===== config.mk =====
export PLATFORM = sky130hd
export DESIGN_NAME = icache_ctrl_flat
export DESIGN_NICKNAME = d
export VERILOG_FILES = /design/src/rtl/icache_ctrl_if.sv /design/src/rtl/icache_ctrl.sv /design/src/flat_wrapper.sv
export SDC_FILE = /design/constraint.sdc
export NUM_CORES = 2
export LEC_CHECK = 0
export CORE_ASPECT_RATIO = 1.75
export CORE_MARGIN = 2
export CORE_UTILIZATION = 40
export CTS_CLUSTER_DIAMETER = 80
export DETAILED_ROUTE_END_ITERATION = 8
export SETUP_SLACK_MARGIN = 0.05
export SKIP_LAST_GASP = 1
export SLEW_MARGIN = 20
export SYNTH_ARGS = -nofsm -noshare
export SYNTH_HDL_FRONTEND = slang
export SYNTH_SLANG_ARGS = --single-unit

===== constraint.sdc =====
create_clock -name clk -period 10.5 [get_ports clk]
set_clock_uncertainty 0.15 [all_clocks]
set_input_delay 1.05 -clock clk [delete_from_list [all_inputs] [get_ports clk]]
set_output_delay 1.05 -clock clk [all_outputs]
set_load 0.05 [all_outputs]

===== src/rtl/icache_ctrl_if.sv =====
// Fetch-side and refill-side signals of the instruction cache controller.
// The slave modport is the cache. The master modport is the core plus the backing memory.
interface icache_ctrl_if;
  logic        cpu_rd_en;
  logic [31:0] cpu_addr;
  logic [31:0] cpu_rdata;
  logic        cpu_ready;
  logic        invalidate;
  logic        mem_req;
  logic [31:0] mem_addr;
  logic        mem_ack;
  logic [31:0] mem_rdata;

  modport slave (
    input  cpu_rd_en, cpu_addr, invalidate, mem_ack, mem_rdata,
    output cpu_rdata, cpu_ready, mem_req, mem_addr
  );

  modport master (
    output cpu_rd_en, cpu_addr, invalidate, mem_ack, mem_rdata,
    input  cpu_rdata, cpu_ready, mem_req, mem_addr
  );
endinterface


===== src/rtl/icache_ctrl.sv =====
// Direct-mapped blocking instruction cache. A hit returns data combinationally in the same cycle.
// A miss stalls the core while the line refills one word per acknowledged beat; a low mem_ack holds the beat.
module icache_ctrl #(
  parameter int NUM_LINES  = 16,
  parameter int LINE_WORDS = 4
) (
  input  logic          clk,
  input  logic          rst_n,
  icache_ctrl_if.slave  bus
);
  localparam int OFF_W = $clog2(LINE_WORDS);
  localparam int IDX_W = $clog2(NUM_LINES);
  localparam int TAG_W = 32 - OFF_W - IDX_W - 2;

  localparam logic [0:0] IDLE   = 1'b0;
  localparam logic [0:0] REFILL = 1'b1;

  logic [0:0]           state;
  logic [OFF_W-1:0]     beat;
  logic [TAG_W-1:0]     fill_tag;
  logic [IDX_W-1:0]     fill_idx;
  logic [NUM_LINES-1:0] valid;
  logic [TAG_W-1:0]     tags [NUM_LINES];
  logic [31:0]          data [NUM_LINES][LINE_WORDS];

  logic [OFF_W-1:0] cpu_off;
  logic [IDX_W-1:0] cpu_idx;
  logic [TAG_W-1:0] cpu_tag;
  logic             lookup;
  logic             hit;
  logic             miss;
  logic             last_beat;
  logic             beat_done;

  assign cpu_off = bus.cpu_addr[2 +: OFF_W];
  assign cpu_idx = bus.cpu_addr[OFF_W+2 +: IDX_W];
  assign cpu_tag = bus.cpu_addr[31 -: TAG_W];

  // An invalidate in IDLE blocks the lookup that cycle, so the cycle is neither a hit nor a miss.
  assign lookup = (state == IDLE) && bus.cpu_rd_en && !bus.invalidate;
  assign hit    = lookup && valid[cpu_idx] && (tags[cpu_idx] == cpu_tag);
  assign miss   = lookup && !hit;

  assign last_beat = (beat == OFF_W'(LINE_WORDS - 1));
  assign beat_done = (state == REFILL) && bus.mem_ack && !bus.invalidate;

  assign bus.cpu_ready = hit;
  assign bus.cpu_rdata = hit ? data[cpu_idx][cpu_off] : 32'h0;
  assign bus.mem_req   = (state == REFILL);
  assign bus.mem_addr  = (state == REFILL) ? {fill_tag, fill_idx, beat, 2'b00} : 32'h0;

  always_ff @(posedge clk or negedge rst_n) begin
    if (!rst_n) begin
      state    <= IDLE;
      beat     <= '0;
      fill_tag <= '0;
      fill_idx <= '0;
      valid    <= '0;
    end else begin
      if (bus.invalidate) begin
        valid <= '0;
      end
      case (state)
        IDLE: begin
          if (miss) begin
            fill_tag <= cpu_tag;
            fill_idx <= cpu_idx;
            beat     <= '0;
            state    <= REFILL;
          end
        end
        REFILL: begin
          if (bus.invalidate) begin
            beat  <= '0;
            state <= IDLE;
          end else if (bus.mem_ack) begin
            beat <= beat + 1'b1;
            if (last_beat) begin
              valid[fill_idx] <= 1'b1;
              state           <= IDLE;
            end
          end
        end
        default: state <= IDLE;
      endcase
    end
  end

  // Tag and data arrays carry no reset; the valid bits alone decide whether their contents are used.
  always_ff @(posedge clk) begin
    if (beat_done) begin
      data[fill_idx][beat] <= bus.mem_rdata;
      if (last_beat) begin
        tags[fill_idx] <= fill_tag;
      end
    end
  end
endmodule

===== src/flat_wrapper.sv =====
// flat-port wrapper written by rule: the top's interface ports become plain ports
module icache_ctrl_flat 
#(
  parameter int NUM_LINES  = 16,
  parameter int LINE_WORDS = 4
)
  (clk, rst_n, bus_cpu_rd_en, bus_cpu_addr, bus_invalidate, bus_mem_ack, bus_mem_rdata, bus_cpu_rdata, bus_cpu_ready, bus_mem_req, bus_mem_addr);
  icache_ctrl_if bus_i ();
  input  logic clk;
  input  logic rst_n;
  input wire logic [$bits(bus_i.cpu_rd_en)-1:0] bus_cpu_rd_en;
  input wire logic [$bits(bus_i.cpu_addr)-1:0] bus_cpu_addr;
  input wire logic [$bits(bus_i.invalidate)-1:0] bus_invalidate;
  input wire logic [$bits(bus_i.mem_ack)-1:0] bus_mem_ack;
  input wire logic [$bits(bus_i.mem_rdata)-1:0] bus_mem_rdata;
  output wire logic [$bits(bus_i.cpu_rdata)-1:0] bus_cpu_rdata;
  output wire logic [$bits(bus_i.cpu_ready)-1:0] bus_cpu_ready;
  output wire logic [$bits(bus_i.mem_req)-1:0] bus_mem_req;
  output wire logic [$bits(bus_i.mem_addr)-1:0] bus_mem_addr;
  assign bus_i.cpu_rd_en = bus_cpu_rd_en;
  assign bus_i.cpu_addr = bus_cpu_addr;
  assign bus_i.invalidate = bus_invalidate;
  assign bus_i.mem_ack = bus_mem_ack;
  assign bus_i.mem_rdata = bus_mem_rdata;
  assign bus_cpu_rdata = bus_i.cpu_rdata;
  assign bus_cpu_ready = bus_i.cpu_ready;
  assign bus_mem_req = bus_i.mem_req;
  assign bus_mem_addr = bus_i.mem_addr;
  icache_ctrl #(.NUM_LINES(NUM_LINES), .LINE_WORDS(LINE_WORDS)) u_core (.clk(clk), .rst_n(rst_n), .bus(bus_i));
endmodule

==> results.py <==
metrics = {
    "synth": {
        "synth_cells": 3953,
        "ys_types": 63,
        "postSynthAreaPerCell_um2": 24.2,
        "synth_edf_count": 2432,
        "yosysSeqAreaShare_pct": 77.7,
        "syn_area_mm2": 0.0956,
        "ys_async_sr_fraction_pct": 1.90,
        "yosys_warnings": 0,
        "ys_seq_elements": 2479,
        "synth_flop_cell": "edfxtp_1",
    },
    "global_route": {
        "grt-ovfl-total": 0,
        "antenna_found_initial": 17,
        "grt_use_total_pct": 18.9,
        "grt_pass1_wl_um": 329000,
        "grt_pass1_vias": 45166,
        "grt_max_degree": 148,
    },
    "setup_path": {
        "arrival_ns": 6.98,
        "worst-path-buf-inv": 4,
        "path_cells": "buf_8, buf_4, mux2_2, o22ai_1, or3_1, a32oi_1, a2111oi_0, and4_1, nand4_4, buf_4, a211oi_1, clkdlybuf4s50_1",
        "crit_fanout": 80,
        "crit_type": "input port to primary output",
        "required_ns": 9.30,
        "regToRegSetupSlack_ns": 5.45,
        "cpMostUsedCell": "buf_4",
        "max_stage_delay_ns": 0.93,
        "path_delay_family": "buffers and inverters",
        "start_kind": "input port",
        "cp-end-kind": "primary output",
        "crit_slowest_cell": "clkdlybuf4s50_1",
    },
    "finish": {
        "nFillCells": 19627,
        "syn2layout_area_growth_pct": 12.8,
        "final_nets": 4274,
        "layout-drive-gt1-share_pct": 29.6,
    },
    "clocking": {
        "clk_latency_ns": 0.85,
        "post-cts-setup-buffers": 0,
        "cts-root-buf": "clkbuf_16",
        "postCtsResizedCells": 0,
        "cts_made_buffers": 215,
        "clk_pin_slew_worst_paths_ns": 0.06,
        "cts_tree": "yes",
        "cts_buffer_depth": 4,
        "hold_buffers": 0,
        "h-tree-depth": 4,
        "cts_sinks": 2479,
    },
    "place": {
        "hpwl_um": 124000,
        "port_buffers": 130,
        "place_congestion": 0.763,
    },
    "drt": {
        "wl_per_cell_um": 31.0,
        "wl_met2_um": 124000,
        "wl_met3_um": 11500,
        "drc": 0,
        "ant_nets": 0,
        "drt-met1-wl_um": 87800,
        "vias_per_cell": 5.68,
        "drtPass1Iterations": 7,
        "num_vias": 42401,
        "wirelength_um": 231000,
        "top_layer": "met5",
        "drtIter0Drc": 4326,
    },
    "pwr": {
        "ir_worst_vdd_mv": 0.119,
        "power_frac_seq_pct": 55.6,
        "power_density_mw_per_mm2": 185,
        "leakage_nw": 33.0,
        "p_comb_share_pct": 5.2,
        "sw_frac_of_total_pct": 21.0,
        "p_clk_share_pct": 39.2,
        "power_switching_mw": 4.19,
        "p_int_mw": 15.8,
    },
    "floorplanning": {
        "die_w_um": 373,
        "pin_count": 135,
        "coreArea_mm2": 0.238,
        "initial_utilization_pct": 40.2,
        "rows": 237,
        "die-area_mm2": 0.243,
        "dieHeight_um": 651,
    },
    "timing": {
        "setup_viol": 0,
        "worst_pin_slew_ns": 1.16,
        "fin_crit_sh_pct": 77.9,
        "whs_ns": 0.189,
        "fmax_mhz": 122,
        "rsz0062_at_grt": "no",
        "fin_tns_setup_ns": 0,
        "max_slew_margin_pct": 22.5,
        "final_hold_viol_count": 0,
        "finalMaxSlewViolations": 0,
        "period_minus_slack_ns": 8.18,
    },
    "job": {
        "drv_cap": 0,
    },
    "status": {
        "status": "completed",
    },
    "hold_path": {
        "hold_class": "input port to asynchronous set/reset pin",
    },
}
## placed cells by master, fill, tap and decap left out, drive strengths merged, types with 30 or more instances in the layout
master	count
nor2b	45
mux2	49
nor2	83
clkdlybuf4s50	91
buf	156
mux2i	68
nand2	30
a211oi	47
mux4	731
inv	31
and2	31
clkinv	73
edfxtp	2432
clkbuf	265
dfrtp	47
## registers in the layout (all words and copies together) (netlist names)
| signal | flops |
|---|---|
| u_core.fill_tag | 24 |
| u_core.tags | 384 |
| u_core.beat | 2 |
| u_core.data | 2048 |
| u_core.fill_idx | 4 |
| u_core.valid | 16 |
| u_core.bus.mem_req | 1 |
## worst paths after layout
| check | start | end | depth (start not counted) |
|---|---|---|---|
| max reg2reg | u_core.tags[11][20] | u_core.fill_tag[5] | 9 |
| max | bus_cpu_addr[5] | bus_cpu_rdata[23] | 12 |
| min | rst_n | u_core.fill_tag[6] | 2 |
| max in group asynchronous | rst_n | u_core.fill_tag[3] | 2 |
| min in group clk | u_core.valid[4] | u_core.valid[4] | 2 |
| min reg2reg | u_core.valid[4] | u_core.valid[4] | 2 |
## metal layers
| layer | global-route usage [%] | up-vias |
|---|---|---|
| li1 | - | 17440 |
| met1 | 23.1 | 23224 |
| met2 | 34.1 | 1320 |
| met3 | 2.48 | 407 |
| met4 | 6.72 | 10 |
| met5 | 0 | - |
## worst register-to-register path: stages, from the launching register on
cell and delay, ns:
edfxtp_1 0.37, mux4_2 0.48, mux4_2 0.51, xnor2_1 0.28, o21ai_1 0.19, a2111oi_0 0.64
and4_1 0.36, nand4_4 0.64, nand2_4 0.92, mux2_4 0.38
## area by class of cell
type                    count  area (um2)  area share (%)
clock inverters           107        1100            1.02
flip-flops and latches   2479       74200            68.8
well taps                3107        3890            3.61
multi-input cells        1231       20600            19.1
inverters                  27         101          0.0940
clock buffers             265        5650            5.24
repair buffers            247        2210            2.05
diodes                      5        12.5          0.0116
## through the flow
step | total power [mW] | util, % | area [um2] | worst slack [ns] | cells
global placement | 12.3 | 42.4 | 101000 | 2.29 | 7087
detailed placement | 12.4 | 42.5 | 101000 | 2.31 | 7089
CTS | 20.1 | 45.3 | 108000 | 2.30 | 7461
finish | 20.0 | 45.3 | 108000 | 2.32 | 7468
global route | 20.5 | 45.3 | 108000 | 2.24 | 7467
floorplan | 11.9 | - | 95600 | 4.77 | 3954
## synth_stat cells, types with 4 or more instances
library cell	instances	area, um2
mux2i_1	68	681
buf_12	4	80.1
nand2b_1	5	31.3
ha_1	4	50.1
clkbuf_1	71	267
nand2_1	29	109
buf_1	31	116
a22oi_1	10	75.1
mux2_4	28	420
buf_4	12	90.1
mux2_2	21	236
buf_6	7	78.8
o21ai_0	6	30.0
a211oi_1	47	353
nor2b_1	45	282
nand3_1	9	45.0
and2_1	31	194
dfrtp_1	47	1180
xor2_1	9	78.8
a21oi_1	5	25.0
o22ai_1	28	175
mux4_2	728	16400
inv_1	25	93.8
buf_2	91	455
nor2_1	83	312
xnor2_1	11	96.3
a31oi_1	4	25.0
edfxtp_1	2432	73000
nor3_1	6	30.0
nand3b_1	6	45.0
## power groups by stage
stage | logic [mW] | clock network (mW) | registers [mW]
finish | 1.04 | 7.82 | 11.1
global route | 1.10 | 8.30 | 11.1
floorplan | 0.650 | 0 | 11.3
global placement | 1.03 | 0 | 11.3
detailed placement | 1.05 | 0 | 11.3
CTS | 1.05 | 7.98 | 11.1
## logic make-up (layout without fill, tap and decap cells)
group | Yosys count | in the layout | share of synthesized area (%)
mux | 848 | 848 | 18.6
fa+ha+maj | 4 | 4 | 0.0524
other cells | 1 | 7 | 0.00392
flops | 2479 | 2479 | 77.7
simple gates | 231 | 231 | 1.25
compound gates | 126 | 126 | 0.962
xor+xnor | 20 | 20 | 0.183
buf+inv | 244 | 646 | 1.26
No activity file was read; power rests on OpenSTA's default activity.
